**src/rtl/sad_pkg.sv**
```systemverilog
// Shared definitions for the custom SAD instruction datapath (EX3 lane generator,
// EX4 min tracker, SAD/min register writeback).
package sad_pkg;

  localparam int NUM_LANES        = 16;
  localparam int DATA_W_DEFAULT   = 32;
  localparam int MAX_ROWS_DEFAULT = 16;

  localparam logic [DATA_W_DEFAULT-1:0] SAD_INIT = '1;

  typedef enum logic {
    IDLE,
    ACCUM
  } sad_state_e;

endpackage

```
**src/rtl/sad_adder_tree16.sv**
```systemverilog
// Stage A of the EX4 SAD consumer: balanced 16-lane unsigned adder tree (mod 2^DATA_W)
// followed by the stage A register for the row sum and its control/coordinate fields.
module sad_adder_tree16
  import sad_pkg::*;
#(
  parameter int DATA_W = DATA_W_DEFAULT
) (
  input  logic                             Clk,
  input  logic                             Reset,
  input  logic                             valid_i,
  input  logic                             start_i,
  input  logic                             last_i,
  input  logic [NUM_LANES-1:0][DATA_W-1:0] lanes_i,
  input  logic [DATA_W-1:0]                outx_i,
  input  logic [DATA_W-1:0]                outy_i,
  output logic                             valid_o,
  output logic                             start_o,
  output logic                             last_o,
  output logic [DATA_W-1:0]                row_sum_o,
  output logic [DATA_W-1:0]                outx_o,
  output logic [DATA_W-1:0]                outy_o
);

  logic [DATA_W-1:0] l1_sum [8];
  logic [DATA_W-1:0] l2_sum [4];
  logic [DATA_W-1:0] l3_sum [2];
  logic [DATA_W-1:0] row_sum_d;

  logic              valid_q, start_q, last_q;
  logic [DATA_W-1:0] row_sum_q, outx_q, outy_q;

  genvar gi;
  generate
    for (gi = 0; gi < 8; gi++) begin : g_l1
      assign l1_sum[gi] = lanes_i[2*gi] + lanes_i[2*gi+1];
    end
    for (gi = 0; gi < 4; gi++) begin : g_l2
      assign l2_sum[gi] = l1_sum[2*gi] + l1_sum[2*gi+1];
    end
    for (gi = 0; gi < 2; gi++) begin : g_l3
      assign l3_sum[gi] = l2_sum[2*gi] + l2_sum[2*gi+1];
    end
  endgenerate

  assign row_sum_d = l3_sum[0] + l3_sum[1];

  always_ff @(posedge Clk) begin
    if (Reset) begin
      valid_q   <= 1'b0;
      start_q   <= 1'b0;
      last_q    <= 1'b0;
      row_sum_q <= '0;
      outx_q    <= '0;
      outy_q    <= '0;
    end else begin
      valid_q   <= valid_i;
      start_q   <= start_i;
      last_q    <= last_i;
      row_sum_q <= row_sum_d;
      outx_q    <= outx_i;
      outy_q    <= outy_i;
    end
  end

  assign valid_o   = valid_q;
  assign start_o   = start_q;
  assign last_o    = last_q;
  assign row_sum_o = row_sum_q;
  assign outx_o    = outx_q;
  assign outy_o    = outy_q;

endmodule

```
**src/rtl/sad_min_tracker_ex4.sv**
```systemverilog
// EX4 SAD consumer: reduces each 16-lane row, accumulates rows into a window SAD and
// tracks the minimum window SAD with its candidate coordinates.
module sad_min_tracker_ex4
  import sad_pkg::*;
#(
  parameter int DATA_W   = DATA_W_DEFAULT,
  parameter int MAX_ROWS = MAX_ROWS_DEFAULT
) (
  input  logic              Clk,
  input  logic              Reset,
  input  logic              sad_valid_EX4,
  input  logic              sad_start_EX4,
  input  logic              sad_last_EX4,
  input  logic              clear_min,
  input  logic [DATA_W-1:0] In1_EX4,
  input  logic [DATA_W-1:0] In2_EX4,
  input  logic [DATA_W-1:0] In3_EX4,
  input  logic [DATA_W-1:0] In4_EX4,
  input  logic [DATA_W-1:0] In5_EX4,
  input  logic [DATA_W-1:0] In6_EX4,
  input  logic [DATA_W-1:0] In7_EX4,
  input  logic [DATA_W-1:0] In8_EX4,
  input  logic [DATA_W-1:0] In9_EX4,
  input  logic [DATA_W-1:0] In10_EX4,
  input  logic [DATA_W-1:0] In11_EX4,
  input  logic [DATA_W-1:0] In12_EX4,
  input  logic [DATA_W-1:0] In13_EX4,
  input  logic [DATA_W-1:0] In14_EX4,
  input  logic [DATA_W-1:0] In15_EX4,
  input  logic [DATA_W-1:0] In16_EX4,
  input  logic [DATA_W-1:0] outx_EX4,
  input  logic [DATA_W-1:0] outy_EX4,
  output logic [DATA_W-1:0] sad_out,
  output logic              sad_done,
  output logic [DATA_W-1:0] min_sad,
  output logic [DATA_W-1:0] best_x,
  output logic [DATA_W-1:0] best_y,
  output logic              better,
  output logic [4:0]        row_count,
  output logic              protocol_err
);

  localparam logic [4:0]        ROW_LIMIT = 5'(MAX_ROWS);
  localparam logic [DATA_W-1:0] MIN_INIT  = '1;

  logic [NUM_LANES-1:0][DATA_W-1:0] lanes;
  logic                             a_valid, a_start, a_last;
  logic [DATA_W-1:0]                a_sum, a_outx, a_outy;

  sad_state_e        state_q, state_d;
  logic [DATA_W-1:0] acc_q, acc_d;
  logic [4:0]        row_count_q, row_count_d;
  logic [DATA_W-1:0] sad_out_q, sad_out_d;
  logic              sad_done_q, sad_done_d;
  logic [DATA_W-1:0] min_sad_q, min_sad_d;
  logic [DATA_W-1:0] best_x_q, best_x_d, best_y_q, best_y_d;
  logic              better_q, better_d;
  logic              err_q, err_d;
  logic [DATA_W-1:0] window_sad;
  logic              complete;

  assign lanes = {In16_EX4, In15_EX4, In14_EX4, In13_EX4, In12_EX4, In11_EX4, In10_EX4, In9_EX4,
                  In8_EX4,  In7_EX4,  In6_EX4,  In5_EX4,  In4_EX4,  In3_EX4,  In2_EX4,  In1_EX4};

  sad_adder_tree16 #(.DATA_W(DATA_W)) u_stage_a (
    .Clk       (Clk),
    .Reset     (Reset),
    .valid_i   (sad_valid_EX4),
    .start_i   (sad_start_EX4),
    .last_i    (sad_last_EX4),
    .lanes_i   (lanes),
    .outx_i    (outx_EX4),
    .outy_i    (outy_EX4),
    .valid_o   (a_valid),
    .start_o   (a_start),
    .last_o    (a_last),
    .row_sum_o (a_sum),
    .outx_o    (a_outx),
    .outy_o    (a_outy)
  );

  assign window_sad = (a_start ? '0 : acc_q) + a_sum;

  always_comb begin
    state_d     = state_q;
    acc_d       = acc_q;
    row_count_d = row_count_q;
    sad_out_d   = sad_out_q;
    sad_done_d  = 1'b0;
    better_d    = 1'b0;
    err_d       = err_q;
    complete    = 1'b0;
    // A coincident clear is applied before the completing window is compared.
    min_sad_d   = clear_min ? MIN_INIT : min_sad_q;
    best_x_d    = clear_min ? '0 : best_x_q;
    best_y_d    = clear_min ? '0 : best_y_q;

    if (a_valid) begin
      if (a_start) begin
        if (state_q == ACCUM) err_d = 1'b1;
        if (a_last) begin
          complete = 1'b1;
        end else begin
          acc_d       = a_sum;
          row_count_d = 5'd1;
          state_d     = ACCUM;
        end
      end else if (state_q == IDLE) begin
        err_d = 1'b1;
      end else if (a_last) begin
        complete = 1'b1;
      end else if (row_count_q == ROW_LIMIT) begin
        err_d       = 1'b1;
        state_d     = IDLE;
        row_count_d = '0;
      end else begin
        acc_d       = window_sad;
        row_count_d = row_count_q + 5'd1;
      end
    end

    if (complete) begin
      sad_out_d   = window_sad;
      sad_done_d  = 1'b1;
      state_d     = IDLE;
      row_count_d = '0;
      if (window_sad < min_sad_d) begin
        min_sad_d = window_sad;
        best_x_d  = a_outx;
        best_y_d  = a_outy;
        better_d  = 1'b1;
      end
    end
  end

  always_ff @(posedge Clk) begin
    if (Reset) begin
      state_q     <= IDLE;
      acc_q       <= '0;
      row_count_q <= '0;
      sad_out_q   <= '0;
      sad_done_q  <= 1'b0;
      min_sad_q   <= MIN_INIT;
      best_x_q    <= '0;
      best_y_q    <= '0;
      better_q    <= 1'b0;
      err_q       <= 1'b0;
    end else begin
      state_q     <= state_d;
      acc_q       <= acc_d;
      row_count_q <= row_count_d;
      sad_out_q   <= sad_out_d;
      sad_done_q  <= sad_done_d;
      min_sad_q   <= min_sad_d;
      best_x_q    <= best_x_d;
      best_y_q    <= best_y_d;
      better_q    <= better_d;
      err_q       <= err_d;
    end
  end

  assign sad_out      = sad_out_q;
  assign sad_done     = sad_done_q;
  assign min_sad      = min_sad_q;
  assign best_x       = best_x_q;
  assign best_y       = best_y_q;
  assign better       = better_q;
  assign row_count    = row_count_q;
  assign protocol_err = err_q;

endmodule

```
**config.mk**
```make
export PLATFORM = sky130hd
export DESIGN_NAME = sad_min_tracker_ex4
export DESIGN_NICKNAME = d
export VERILOG_FILES = /design/src/rtl/sad_pkg.sv /design/src/rtl/sad_adder_tree16.sv /design/src/rtl/sad_min_tracker_ex4.sv
export SDC_FILE = /design/constraint.sdc
export NUM_CORES = 1
export LEC_CHECK = 0
export CAP_MARGIN = 10
export CORE_AREA = 2 2 280 282
export CTS_BUF_LIST = sky130_fd_sc_hd__clkbuf_8 sky130_fd_sc_hd__clkbuf_16
export DETAILED_ROUTE_END_ITERATION = 7
export DIE_AREA = 0 0 282 284
export PLACE_DENSITY = 0.55
export SYNTH_ARGS = -nofsm -noshare
export SYNTH_HDL_FRONTEND = slang
export SYNTH_SLANG_ARGS = --single-unit
export TNS_END_PERCENT = 30
```
**constraint.sdc**
```tcl
create_clock -name Clk -period 17.5 [get_ports Clk]
set_input_delay 3.5 -clock Clk [delete_from_list [all_inputs] [get_ports Clk]]
set_output_delay 3.5 -clock Clk [all_outputs]
set_load 0.05 [all_outputs]
```
==> metrics.txt <==
sequential share of the synthesized area 22.6%; Final Cycle Share about 55%; startpoint types primary input; final setup vio count 0; Post-synth top flop dfxtp_1; gr busiest metal met2; first-pass GRT wire length roughly 110,000 um; #FFs+latches synth between 200 and 300; Post-CTS Resized 0; reg-to-reg startpoint u_stage_a.start_o$_SDFF_PP0_; CTS Root Buffer Type clkbuf_16; share of post-route cells with drive strength above 1 under 10%; status completed; Mean Syn Cell Area approximately 9.5 um2; Via Count ~18k; WHS Path Cells 1; area of the mapped netlist roughly 24,000 um2; CTS Buf Count 29; Worst Skew 11.7 ps; Synth async-reset ratio 0%; full die area 80,100 um2; Hold Path Origin u_stage_a.outx_o[3]$_SDFF_PP0_; routing usage on met3 under 10%; synthesized instance count between 2k and 2.5k; Clock Tree Buf Depth 3; clock transition at the registers of the reported paths ~60 ps; worst reg-to-reg setup slack 10,590 ps; drt first pass iters 5; Tot GR Track Use a little under a fifth; Hold Violations, Final 0; initial antenna violation count 2; Site Rows roughly 100; yosys warns 0; drt total wl about 70,000 um; Hold Crit Class flip-flop to flip-flop; CP arrival approximately 10,000 ps; Final Core Density between 40% and 50%; fmax ~100 MHz; register area 5370 um2; nets@finish between 4k and 5k; count leader, synth inv_1; Critical Path Sink Type flip-flop; die width 282 um; gpl congestion approximately 0.9; Crit Path Class primary input to flip-flop; Reg-to-Reg End best_y[17]$_SDFF_PP0_; clk_lat worst skew around 550 ps; unrepaired setup endpoints after global routing no; Fillers between 7k and 8k; top post-synthesis cells by area fa_1, dfxtp_1, inv_1, ha_1, nor2b_1; critical path required time approximately 18,000 ps; hold_buf cts 0; H-tree depth 1; met1 Resource Use GR between 20% and 30%; IO Port Bufs roughly 700; EDFF count, synth 0; Critical Path Start In13_EX4[3]; postcts setup bufs 0; worst-path maximum fanout 3; Post-synth top cells inv_1, fa_1, dfxtp_1, nor2_1, nor2b_1; Synth top area share a little over a third; Synthesized Nets between 3k and 4k; Final Slew Violations 0; Wirelength per Cell roughly 17 um; Max Cap Viol 0; Synth-to-Final Area Change 38.6%; CTS tree built; Top Ports slightly above 700; Yosys top cell by area fa_1; multi-input logic area between 15,000 and 20,000 um2; Worst Max-Slew Pin Slew ~940 ps; first-iteration detailed-routing DRC count between 500 and 600; largest net degree at the start of global routing a little under 80; core area around 77,000 um2; clock sinks roughly 270; Unique masters post-synth 72; relative slew slack a little under two fifths; met2 Use GR about a third; Min Clock Period, post-route roughly 9700 ps; vias per cell roughly 4.3; Hold EP best_x[3]$_SDFF_PP0_; drt drc 0; GRT Residual Overflow 0; chip height approximately 280 um; Routed Antenna Nets 0; DP HPWL about 62,000 um; vias in the first global route slightly below 20k; Setup TNS Final 0 ps; Starting Density 30.9%; R2R depth 23
==> routing by layer <==
metal,up-vias,part of all wire [%]
li1,8917,-
met1,8672,40
met2,411,54
met3,59,4.6
met4,0,1.7
met5,-,0
==> registers in the layout, indices dropped and copies added (netlist names), 5 cells and up <==
| register | cells |
|---|---|
| acc_q | 32 |
| best_x | 32 |
| best_y | 32 |
| min_sad | 32 |
| sad_out | 32 |
| u_stage_a.outx_o | 32 |
| u_stage_a.outy_o | 32 |
| u_stage_a.row_sum_o | 32 |
| row_count | 5 |
==> cells in the final DEF (no fill, tap or decap), types with 56 or more instances in the layout <==
cell / synthesis / layout
a21oi_1: 89 / 89
clkdlybuf4s50_1: 0 / 715
fa_1: 424 / 424
nor2b_1: 123 / 123
xnor2_1: 56 / 56
nand2_1: 101 / 101
ha_1: 101 / 101
a22o_1: 64 / 64
nor2_1: 136 / 135
dfxtp_1: 268 / 267
o21ai_0: 67 / 67
inv_1: 700 / 704
==> layout make-up <==
cell class | count | share of cell area [%]
flip-flops and latches | 268 | 16.3
repair buffers | 727 | 22.0
clock inverters | 21 | 0.531
inverters | 702 | 7.99
multi-input cells | 1451 | 47.0
clock buffers | 30 | 2.24
diodes | 2 | 0.0152
well taps | 1040 | 3.95
==> worst max-delay path, stage by stage <==
cell             delay [ps]
clkdlybuf4s50_1         460
inv_1                    70
fa_1                    510
fa_1                    570
inv_1                    60
fa_1                    490
fa_1                    580
fa_1                    440
fa_1                    480
ha_1                    300
a21o_1                  150
a21o_1                  220
a2111oi_2               530
o211ai_1                250
a2111oi_0               740
nor3_1                  210
o31ai_1                 320
a21o_1                  160
a21oi_1                  50
==> through the flow <==
| stage | hold slack [ps] | cell area, um2 | setup slack (ps) | instances |
|---|---|---|---|---|
| CTS | 433 | 33000 | 7570 | 4239 |
| global route | 452 | 33000 | 7100 | 4241 |
| global placement | 421 | 32000 | 7120 | 4188 |
| detailed placement | 425 | 32000 | 7020 | 4188 |
| floorplan | 420 | 23800 | 8590 | 2493 |
| finish | 435 | 33000 | 7810 | 4241 |
==> logic make-up (layout without fill, tap and decap cells) <==
kind of cell / count (synthesis) / count (layout) / synth area share, %
AO/OA/AOI/OAI: 370 / 370 / 10.7
AND/OR/NAND/NOR: 443 / 443 / 9.04
buffers and inverters: 774 / 1480 / 12.3
multiplexers: 32 / 32 / 1.42
adder cells (fa/ha/maj): 525 / 525 / 41.0
flip-flops: 268 / 268 / 22.6
XOR/XNOR: 81 / 81 / 2.98
other: 0 / 2 / 0
==> how the worst max path moves through the flow <==
stage                                          to  slack (ps)  depth (start not counted)
5_1_grt        u_stage_a.row_sum_o[29]$_SDFF_PP0_        7100                         19
4_1_cts        u_stage_a.row_sum_o[31]$_SDFF_PP0_        7570                         19
3_5_place_dp   u_stage_a.row_sum_o[31]$_SDFF_PP0_        7020                         19
2_1_floorplan  u_stage_a.row_sum_o[24]$_SDFF_PP0_        8590                         23
6_report       u_stage_a.row_sum_o[29]$_SDFF_PP0_        7810                         19
3_3_place_gp   u_stage_a.row_sum_o[31]$_SDFF_PP0_        7120                         19
Power is left out: the tool's default activity adds up to more than one toggle a clock period on the data nets, which glitch-free logic cannot reach.
